`src/rtl/game_sequencer_if.sv`:
```
// game_sequencer_if: bundles the game-flow inputs (vs/start/hit) and the sequencer outputs.
// Latency: none, wires only.
// Backpressure: none; every signal is a level sampled each pixel_clk.
interface game_sequencer_if #(
  parameter int N_ENEMY = 16,
  parameter int SCORE_W = 16
);
  logic               vs;
  logic               start;
  logic               hit;
  logic               char_en;
  logic               enemy_en;
  logic [N_ENEMY-1:0] spawn_mask;
  logic               hit_flash;
  logic [2:0]         lives;
  logic [SCORE_W-1:0] score;
  logic [1:0]         state;

  // Environment side: VGA timing, buttons and collision detect drive the inputs.
  modport master (
    output vs, start, hit,
    input  char_en, enemy_en, spawn_mask, hit_flash, lives, score, state
  );

  // Sequencer side.
  modport slave (
    input  vs, start, hit,
    output char_en, enemy_en, spawn_mask, hit_flash, lives, score, state
  );
endinterface

```
`src/rtl/game_sequencer.sv`:
```
// game_sequencer: IDLE/PLAY/HIT/OVER game flow, lives, score, staggered enemy spawn (opt GAME_SEQ_EXTRA_LIFE_EN).
// Latency: every output registered, changes one pixel_clk after the vs/start/hit event cycle.
// Backpressure: none; vs/start are edge-detected, hit is a level checked every PLAY cycle.
module game_sequencer #(
  parameter int N_ENEMY      = 16,
  parameter int LIVES_INIT   = 3,
  parameter int SPAWN_FRAMES = 30,
  parameter int HIT_FRAMES   = 60,
  parameter int SCORE_W      = 16,
  parameter int LIVES_MAX    = 7
) (
  input  logic             pixel_clk,
  input  logic             CPU_RESETN,
  game_sequencer_if.slave  bus
);
  localparam int SPW = $clog2(SPAWN_FRAMES + 1);
  localparam int HTW = $clog2(HIT_FRAMES + 1);

  typedef enum logic [1:0] {
    S_IDLE = 2'd0,
    S_PLAY = 2'd1,
    S_HIT  = 2'd2,
    S_OVER = 2'd3
  } state_t;

  state_t             st;
  logic               vs_q;
  logic               start_q;
  logic               char_en_r;
  logic               enemy_en_r;
  logic               flash_r;
  logic [N_ENEMY-1:0] mask_r;
  logic [2:0]         lives_r;
  logic [SCORE_W-1:0] score_r;
  logic [SPW-1:0]     spawn_cnt;
  logic [HTW-1:0]     hit_cnt;

  logic               frame_tick;
  logic               start_rise;
  logic [SCORE_W-1:0] score_inc;
  logic               spawn_wrap;
  logic               hit_done;
  logic [2:0]         lives_up;
  logic               award;

  // Edge detectors: the delayed copies reset high so a level held through reset is not an edge.
  assign frame_tick = bus.vs & ~vs_q;
  assign start_rise = bus.start & ~start_q;

  // Score saturates at all-ones rather than wrapping back to zero.
  assign score_inc  = (&score_r) ? score_r : score_r + {{(SCORE_W-1){1'b0}}, 1'b1};
  assign spawn_wrap = (spawn_cnt == SPW'(SPAWN_FRAMES - 1));
  assign hit_done   = (hit_cnt == HTW'(HIT_FRAMES - 1));
  assign lives_up   = (lives_r < 3'(LIVES_MAX)) ? lives_r + 3'd1 : lives_r;

`ifdef GAME_SEQ_EXTRA_LIFE_EN
  // Bonus life each time the incremented score crosses a multiple of 1024.
  assign award = (score_inc[9:0] == 10'd0) && (score_inc != '0);
`else
  assign award = 1'b0;
`endif

  // Game-flow FSM with all outputs and counters registered alongside the state.
  always_ff @(posedge pixel_clk or negedge CPU_RESETN) begin
    if (!CPU_RESETN) begin
      st         <= S_IDLE;
      vs_q       <= 1'b1;
      start_q    <= 1'b1;
      char_en_r  <= 1'b1;
      enemy_en_r <= 1'b0;
      flash_r    <= 1'b0;
      mask_r     <= '0;
      lives_r    <= 3'(LIVES_INIT);
      score_r    <= '0;
      spawn_cnt  <= '0;
      hit_cnt    <= '0;
    end else begin
      vs_q    <= bus.vs;
      start_q <= bus.start;
      case (st)
        S_IDLE: begin
          if (start_rise) begin
            st         <= S_PLAY;
            lives_r    <= 3'(LIVES_INIT);
            score_r    <= '0;
            spawn_cnt  <= '0;
            mask_r     <= '0;
            char_en_r  <= 1'b1;
            enemy_en_r <= 1'b1;
            flash_r    <= 1'b0;
          end
        end
        S_PLAY: begin
          // A hit outranks a same-cycle frame tick: no score, spawn or bonus that cycle.
          if (bus.hit) begin
            char_en_r  <= 1'b0;
            enemy_en_r <= 1'b0;
            flash_r    <= 1'b1;
            hit_cnt    <= '0;
            if (lives_r <= 3'd1) begin
              lives_r <= 3'd0;
              st      <= S_OVER;
            end else begin
              lives_r <= lives_r - 3'd1;
              st      <= S_HIT;
            end
          end else if (frame_tick) begin
            score_r <= score_inc;
            if (award) begin
              lives_r <= lives_up;
            end
            if (spawn_wrap) begin
              spawn_cnt <= '0;
              mask_r    <= {mask_r[N_ENEMY-2:0], 1'b1};
            end else begin
              spawn_cnt <= spawn_cnt + SPW'(1);
            end
          end
        end
        S_HIT: begin
          // Frozen; enemies respawn from slot 0 when play resumes.
          if (frame_tick) begin
            if (hit_done) begin
              st         <= S_PLAY;
              hit_cnt    <= '0;
              spawn_cnt  <= '0;
              mask_r     <= '0;
              char_en_r  <= 1'b1;
              enemy_en_r <= 1'b1;
              flash_r    <= 1'b0;
            end else begin
              hit_cnt <= hit_cnt + HTW'(1);
            end
          end
        end
        S_OVER: begin
          if (start_rise) begin
            st         <= S_IDLE;
            mask_r     <= '0;
            char_en_r  <= 1'b1;
            enemy_en_r <= 1'b0;
            flash_r    <= 1'b0;
          end
        end
      endcase
    end
  end

  // Drive the registered state onto the bus.
  always_comb begin
    bus.char_en    = char_en_r;
    bus.enemy_en   = enemy_en_r;
    bus.spawn_mask = mask_r;
    bus.hit_flash  = flash_r;
    bus.lives      = lives_r;
    bus.score      = score_r;
    bus.state      = st;
  end
endmodule
```
`src/flat_wrapper.sv`:
```
// flat-port wrapper written by rule: the top's interface ports become plain ports
module game_sequencer_flat 
#(
  parameter int N_ENEMY      = 16,
  parameter int LIVES_INIT   = 3,
  parameter int SPAWN_FRAMES = 30,
  parameter int HIT_FRAMES   = 60,
  parameter int SCORE_W      = 16,
  parameter int LIVES_MAX    = 7
)
  (pixel_clk, CPU_RESETN, bus_vs, bus_start, bus_hit, bus_char_en, bus_enemy_en, bus_spawn_mask, bus_hit_flash, bus_lives, bus_score, bus_state);
  game_sequencer_if #(.N_ENEMY(N_ENEMY), .SCORE_W(SCORE_W)) bus_i ();
  input  logic pixel_clk;
  input  logic CPU_RESETN;
  input wire logic [$bits(bus_i.vs)-1:0] bus_vs;
  input wire logic [$bits(bus_i.start)-1:0] bus_start;
  input wire logic [$bits(bus_i.hit)-1:0] bus_hit;
  output wire logic [$bits(bus_i.char_en)-1:0] bus_char_en;
  output wire logic [$bits(bus_i.enemy_en)-1:0] bus_enemy_en;
  output wire logic [$bits(bus_i.spawn_mask)-1:0] bus_spawn_mask;
  output wire logic [$bits(bus_i.hit_flash)-1:0] bus_hit_flash;
  output wire logic [$bits(bus_i.lives)-1:0] bus_lives;
  output wire logic [$bits(bus_i.score)-1:0] bus_score;
  output wire logic [$bits(bus_i.state)-1:0] bus_state;
  assign bus_i.vs = bus_vs;
  assign bus_i.start = bus_start;
  assign bus_i.hit = bus_hit;
  assign bus_char_en = bus_i.char_en;
  assign bus_enemy_en = bus_i.enemy_en;
  assign bus_spawn_mask = bus_i.spawn_mask;
  assign bus_hit_flash = bus_i.hit_flash;
  assign bus_lives = bus_i.lives;
  assign bus_score = bus_i.score;
  assign bus_state = bus_i.state;
  game_sequencer #(.N_ENEMY(N_ENEMY), .LIVES_INIT(LIVES_INIT), .SPAWN_FRAMES(SPAWN_FRAMES), .HIT_FRAMES(HIT_FRAMES), .SCORE_W(SCORE_W), .LIVES_MAX(LIVES_MAX)) u_core (.pixel_clk(pixel_clk), .CPU_RESETN(CPU_RESETN), .bus(bus_i));
endmodule
```
`config.mk`:
```
export PLATFORM = sky130hd
export DESIGN_NAME = game_sequencer_flat
export DESIGN_NICKNAME = d
export VERILOG_FILES = /design/src/rtl/game_sequencer_if.sv /design/src/rtl/game_sequencer.sv /design/src/flat_wrapper.sv
export SDC_FILE = /design/constraint.sdc
export NUM_CORES = 1
export LEC_CHECK = 0
export BUFFER_PORTS_ARGS = -buffer_cell sky130_fd_sc_hd__buf_2
export CORE_ASPECT_RATIO = 2
export CORE_MARGIN = 10
export CORE_UTILIZATION = 49
export CTS_CLUSTER_DIAMETER = 80
export DETAILED_ROUTE_END_ITERATION = 8
export HOLD_SLACK_MARGIN = 0.02
export PLACE_DENSITY = 0.73
export SYNTH_ARGS = -nofsm -noshare
export SYNTH_HDL_FRONTEND = slang
export SYNTH_SLANG_ARGS = --single-unit
```
`constraint.sdc`:
```
create_clock -name pixel_clk -period 4.2 [get_ports pixel_clk]
set_input_delay 0.63 -clock pixel_clk [delete_from_list [all_inputs] [get_ports pixel_clk]]
set_output_delay 0.63 -clock pixel_clk [all_outputs]
set_load 0.005 [all_outputs]
```
==> impl_summary.md, run 1 <==
Worst setup path
The category of the worst setup path capture point is a flip-flop. The arrival time at the worst endpoint is 2740 ps. The peak fanout along the critical path is 13. The number of cells on the worst reg-to-reg path is 6. The worst reg2reg path endpoint is u_core.bus.spawn_mask[1]$_DFFE_PN0P_. The type of origin of the critical path is a flip-flop.

The reg-to-reg critical path startpoint is u_core.bus.state[1]$_DFFE_PN0P_. The worst setup path category is flip-flop to flip-flop. The setup slack of the worst register-to-register path is 1680 ps. At the worst endpoint, the required time is 4420 ps.

Floorplanning
For this configuration, the core starts out at a cell density of 50.0%. Pin placement for this block handled 45 I/O pins. The die width is 75.1 um.

The die covers 9780 sq um. The standard-cell row count is 40. The height of the chip is 130 um. The core region is 5960 sq um.

Logic synthesis
By instance count, the leading cell after synthesis is dfrtp_1. The synthesized netlist cell count is 297. Yosys mapped a number of flops with a built-in enable equal to 0. The mean instance size in the synthesized netlist is 10.0 sq um.

Counting instances in the post-synthesis netlist gives the leading cell types as dfrtp_1 (48), nand2_1 (28), inv_1 (26). The top cell type by area accounts for 40.4% of the synthesized area. The biggest area contributor in the post-synthesis netlist is dfrtp_1. The sequential-to-total area share from yosys stat is 44.8%. By area the synthesized netlist is led by dfrtp_1 (40%), mux2i_1 (6.1%), o31ai_1 (4.8%).

For this run, the leading register cell type out of synthesis is dfrtp_1. Of all flip-flops after synthesis, the portion carrying an async set or reset was 100%. Synthesis instantiated 48 different standard cells from the library. Synthesis inferred 53 register bits. For this run, the number of Yosys warnings is 0. The netlist area before placement is 2980 sq um. Counting every net in the synthesized netlist gives 311.

Drt
In this run the remaining antenna-violating nets after routing total 0. The routed layout has 2436 vias. After the first detailed-routing iteration, the DRC count stood at 135. After detailed routing, the average wire length per cell comes to 18.0 um. The first detailed-routing pass took 4 iterations. Wire segments on met2 add up to 3960 um in the final route.

The top metal layer carrying routed signals is met4. The detailed router put a total of 2810 um of wire on met1. The average vias per placed instance is 6.07. The routed design has 7200 um of wire.

Wire segments on met3 add up to 243 um in the final route. In the routed design, unresolved DRC markers number 0.

STA
The final number of max-transition violations is 0. The worst path meets setup with 1680 ps of slack. The final critical path takes up 60.0% of the cycle. The number of hold violations in the final report was 0. Based on the critical path, the design can be clocked at up to 397 MHz. Setup repair after global routing left no endpoint under its margin. Headroom to the max-slew limit came out at 42.5%.

The total negative slack for setup checks is 0 ps. The transition at the pin with the smallest max-transition slack is 857 ps. The worst path in the final design needs a cycle of 2520 ps, including I/O delays and setup. The worst setup skew after layout is 3.08 ps. Setup violations remaining at the end of the flow were counted as 0.

Clocking
Clock-pin slew was measured on the worst setup and hold paths at 70 ps. The tree is rooted in a clkbuf_16. The number of sinks driven by the clock tree is 53.

The depth of the CTS H-tree is 2. Buffers inserted to repair hold after CTS numbered 0. TritonCTS created 5 clock buffers.

TritonCTS built the clock tree. The post-cts resize count is 0. The maximum root-to-sink buffer count is 2. Clock latency on the worst-skew pair, taken at its later pin, is 300 ps.

The number of setup buffers added after CTS is 0.

Placed design
The routability congestion estimate from global placement is 0.793. The HPWL after detailed placement is 5170 um. The placement-stage worst setup slack is 1660 ps.

The number of port buffers is 44.

Run status
The run finished with clean final reports.

Flow run
Max-cap violations in this run came to 0.

GRT
The first global-routing pass estimated 12100 um of wire. The number of antenna violations at the first check in global routing is 0. The global-route congestion overflow total is 0. The number of global-route vias before repair is 2498. Across every metal layer, demand over resource in global routing totals 15.5%. The largest net degree at the start of global routing is 54.

Finish
The number of inserted diodes is 0. The final layout net count is 351. Compared with the post-synthesis result, the final layout area differs by 13.8%. The share of cells above drive strength 1 is 21.9%.

Pwr
The reported leakage power is 0.00156 uW. VDD sags by at most 467 uV. Dividing total power by cell area gives a power density of 617 nW/um^2.

Min path
The kind of path behind the tightest hold check is primary input to asynchronous set/reset pin.
cell type report:
type,count,area (sq um)
clock buffer,5,125
multi-input combinational,203,1480
fill,535,2570
clock inverter,3,21.3
inverter,26,97.6
tap,63,78.8
timing repair buffer,48,250
sequential,53,1330
how the worst max path moves through the flow:
stage	from	endpoint	slack, ps	cells past startpoint
after global placement	bus_vs	u_core.bus.spawn_mask[1]$_DFFE_PN0P_	1730	6
after detailed placement	u_core.bus.state[1]$_DFFE_PN0P_	u_core.bus.spawn_mask[1]$_DFFE_PN0P_	1660	6
final	u_core.bus.state[1]$_DFFE_PN0P_	u_core.bus.spawn_mask[1]$_DFFE_PN0P_	1680	6
after global routing	u_core.bus.state[1]$_DFFE_PN0P_	u_core.bus.spawn_mask[11]$_DFFE_PN0P_	1490	6
after floorplan	u_core.bus.state[0]$_DFFE_PN0P_	u_core.bus.spawn_mask[10]$_DFFE_PN0P_	2020	7
after CTS	u_core.bus.state[1]$_DFFE_PN0P_	u_core.bus.spawn_mask[1]$_DFFE_PN0P_	1650	6
sequential cells by signal (all words and copies together) (netlist names):
name and cells:
u_core.bus.enemy_en 1, u_core.bus.state 2, u_core.hit_cnt 6, u_core.bus.char_en 1
u_core.bus.score 16, u_core.spawn_cnt 5, u_core.bus.hit_flash 1, u_core.bus.lives 3
u_core.vs_q 1, u_core.bus.spawn_mask 16, u_core.start_q 1
layout by cell type, fill, tap and decap left out, drive strengths merged, types with 3 or more instances in the layout:
cell type  count
a22o           5
a41oi          5
buf           48
dfstp          5
and3           9
clkbuf         5
and4           3
a211oi         3
a31oi          7
and2           7
dfrtp         48
mux2           6
a21oi          8
ha             9
o22ai          3
nor2          10
nor2b          4
mux2i         18
nand3          7
nand4          7
o31ai         19
nand2         28
o21ai         10
inv           27
nand2b         9
o41ai          4
power breakdown:
| part | switching [uW] | internal [uW] |
|---|---|---|
| registers | 99.3 | 631 |
| clock network | 201 | 223 |
| logic | 528 | 408 |
| total | 829 | 1260 |
logic make-up after synthesis:
| family | count (synthesis) | share of synthesized area (%) |
|---|---|---|
| simple gates | 93 | 17.3 |
| compound gates | 77 | 20.0 |
| flops | 53 | 44.8 |
| buf+inv | 41 | 5.68 |
| mux | 24 | 8.45 |
| fa+ha+maj | 9 | 3.78 |
per-stage QoR:
stage | area (sq um) | hold WS (ps) | std cells | power [uW] | util (%)
global route | 3390 | 451 | 401 | 2240 | 56.8
CTS | 3390 | 448 | 401 | 2120 | 56.8
global placement | 3240 | 475 | 393 | 1660 | 54.4
detailed placement | 3240 | 479 | 393 | 1690 | 54.4
floorplan | 2980 | 334 | 297 | 1420 | -
finish | 3390 | 452 | 401 | 2090 | 56.8
routing by layer:
layer / vias to the layer above / track usage (%)
li1: 1174 / -
met4: 0 / 7.51
met5: - / 0
met1: 1198 / 16.3
met2: 50 / 28.2
met3: 14 / 2.74
worst max-delay path, cell delays in order (launching register included):
cell and delay (ps):
dfrtp_1 410, inv_1 100, ha_1 340, a21o_4 270, a2111oi_4 790, buf_4 320, mux2i_1 200
(Power assumes the default switching activity.)
==> run 2: changes to the inputs <==
clock period = 2.6 ns   (was 4.2 ns; I/O delays follow)
==> run 2 against run 1 <==
Via count increased by 1.6%. Cell count increased by 1.5%. Clock skew increased by 6.6 ps. Cell area increased by 1.4%. Sequential share of layout area decreased by 0.53 points. Wire length increased by 0.53%. Hold slack got worse by 370 ps. Combinational power increased by 68%. Non-clock buffer count increased by 6. Maximum frequency increased by 16%. Register-to-register slack got worse by 1300 ps. Critical path type unchanged. Critical endpoint is now u_core.bus.spawn_mask[12]$_DFFE_PN0P_.
==> impl_summary.md, run 2 (same netlist as run 1, synthesis figures left out) <==
Clocking
In this run the number of H-tree levels came out at 2. The number of buffers added by the clock tree synthesis step is 5. The tree built by TritonCTS fans out to 53 sinks.

The post-CTS clock slew at the launch and capture registers of the worst setup and hold paths is 80 ps. The source-to-sink clock delay at the later pin of the worst-skew pair is 300 ps. The clock passes through at most 2 buffers. The post-CTS repair timing setup buffer count is 0. TritonCTS built the clock tree. Clock tree synthesis selected as its root buffer the cell clkbuf_16. The post-cts resize count is 0. The number of hold buffers added after CTS was 0.

Placed design
Detailed placement ended at an HPWL of 5360 um. The cell count after placement is 399. At the end of routability-driven placement, the weighted congestion stood at 0.847.

The number of port buffers is 44. The placed cell area is 3280 sq um.

STA
The final number of max-transition violations is 0. The final clock period utilization by the worst path is 83.5%. The achievable frequency is 461 MHz. Subtracting the final worst setup slack from the clock period gives 2170 ps.

The total negative slack for setup checks is 0 ps. The number of hold violations in the final report is 0. The worst slew margin relative to its limit is 58.2%. The transition at the pin with the smallest max-transition slack is 628 ps. Setup violations remaining at the end of the flow were counted as 0. Setup repair after global routing left no endpoint under its margin. Between clock sinks in the finished design, the worst skew comes to 9.69 ps.

Finish
Once layout is complete, the utilization of the core stands at 57.6%. The number of non-filler instances in the completed layout is 407. Leaving out fill and tap cells, the most frequent cell in the layout is dfrtp_1. The sequential standard cell area is 1330 sq um. In the layout the commonest cells are dfrtp_1 (48), buf_2 (44), nand2_1 (28). 0 antenna diodes ended up in the layout. The layout has 524 filler cells. Summing all multi-input logic gate instances after layout gives 1480 sq um. In the final layout, the share of cells above drive strength 1 is 23.3%. From synthesis to final layout, the design area changed by 15.3%. The total non-filler cell area in the finished layout is 3430 sq um. At the end of the flow, the number of nets in the layout was 357.

Worst setup path
The arrival time at the worst endpoint is 2390 ps. The most numerous cell type found on the critical path is buf_4. Walking the worst path, the cells encountered are inv_1 > ha_1 > buf_4 > and2_1 > a2111oi_4 > buf_4 > mux2i_1.

At the worst endpoint, the required time is 2820 ps. The slowest library cell on the worst path is a2111oi_4. The worst setup path category is flip-flop to flip-flop. STA classifies the critical path startpoint as a flip-flop. The category of the worst setup path capture point is a flip-flop. The largest single stage delay on the critical path is 430 ps. Along the worst path, the maximum fanout reaches 8.

GRT
Entering global routing, the biggest net connects 26 pins. The number of antenna violations at the first check in global routing is 0. The number of global-route vias before repair came to 2531.

The global-route congestion overflow total is 0. The global routing usage summed across all routing layers is 15.7%. The first global-routing pass estimated 12100 um of wire.

Flow run
The number of max-capacitance violations reported is 0.

Floorplanning
From left edge to right edge, the die measures 75.1 um. In this run the standard cell core region covers 5960 sq um. The floorplan step defined a die boundary enclosing 9780 sq um. 45 I/O pins were placed.

The height of the chip is 130 um. The initialized floorplan defines 40 standard-cell rows. The starting density of the core is 50.0%.

Run status
The run finished with clean final reports.

Drt
The detailed router placed 2475 vias in this run. The post-detailed-route wirelength per cell is 17.8 um. After detailed routing, the number of vias per cell comes to 6.08. The detail route stage leaves a number of antenna-violating nets equal to 0. The detailed-routing iteration count for the pre-antenna-repair pass is 4. The post-detailed-route DRC marker count is 0.

The number of design-rule violations left by the first detailed-router iteration is 107. Summed over all layers, the routed wires come to 7240 um.

Pwr
The design draws 3430 uW. For this design the ratio of total power to cell area is 998 nW/um^2. The worst-case IR drop observed on VDD is 538 uV. The analysis attributes to cell leakage a power of 0.00160 uW.

Min path
The kind of path behind the tightest hold check is primary input to asynchronous set/reset pin.
-- run 2: cell count changes in the layout (fill, tap and decap cells not counted), sizes merged --
cell	delta
clkinv	+2
buf	+6
inv	-1
clkinvlp	-1
-- run 2: power by group --
part	leakage, uW	internal (uW)	switching (uW)	total, uW
Combinational	0.000817	704	867	1570
Sequential	0.000707	1020	161	1180
Clock	0.0000738	359	315	674
-- run 2: per-layer routing --
| metal | wire (um) | up-vias | global-route usage, % |
|---|---|---|---|
| met5 | 0 | - | 0 |
| met4 | 152 | 0 | 6.61 |
| met3 | 213 | 11 | 2.97 |
| met2 | 4040 | 49 | 28.2 |
| met1 | 2840 | 1234 | 17.1 |
| li1 | - | 1181 | - |
-- run 2: metrics by stage --
stage	hold WS (ps)	worst slack, ps
global route	121	270
global placement	427	543
detailed placement	424	434
finish	82.7	429
floorplan	94.4	420
CTS	99.4	408
-- run 2: final cells by class --
type | count | area share, %
clock buffers | 5 | 3.65
clock inverters | 3 | 0.656
inverters | 26 | 2.84
multi-input cells | 203 | 43.1
flip-flops and latches | 53 | 38.8
well taps | 63 | 2.30
repair buffers | 54 | 8.60
-- run 2: critical path: cells and delay by family (launching register included) --
| kind | cells | cell delay (ps) |
|---|---|---|
| muxes | 1 | 200 |
| and+or+nand+nor | 1 | 180 |
| AOI/OAI and AO/OA | 1 | 430 |
| adders and majority gates | 1 | 290 |
| buffers and inverters | 3 | 570 |
| DFF | 1 | 400 |
-- run 2: path summary, 6_finish.rpt --
path	to	start	slack [ps]	cells after the start
worst max-delay path	u_core.bus.spawn_mask[12]$_DFFE_PN0P_	u_core.bus.state[1]$_DFFE_PN0P_	430	7
worst min-delay path	u_core.spawn_cnt[0]$_DFFE_PN0P_	CPU_RESETN	80	1
worst max register to register	u_core.bus.spawn_mask[12]$_DFFE_PN0P_	u_core.bus.state[1]$_DFFE_PN0P_	430	7
worst min register to register	u_core.spawn_cnt[4]$_DFFE_PN0P_	u_core.spawn_cnt[4]$_DFFE_PN0P_	490	1
max in group asynchronous	u_core.bus.lives[0]$_DFFE_PN1P_	CPU_RESETN	1810	2
min in group pixel_clk	u_core.start_q$_DFF_PN1_	bus_start	200	1
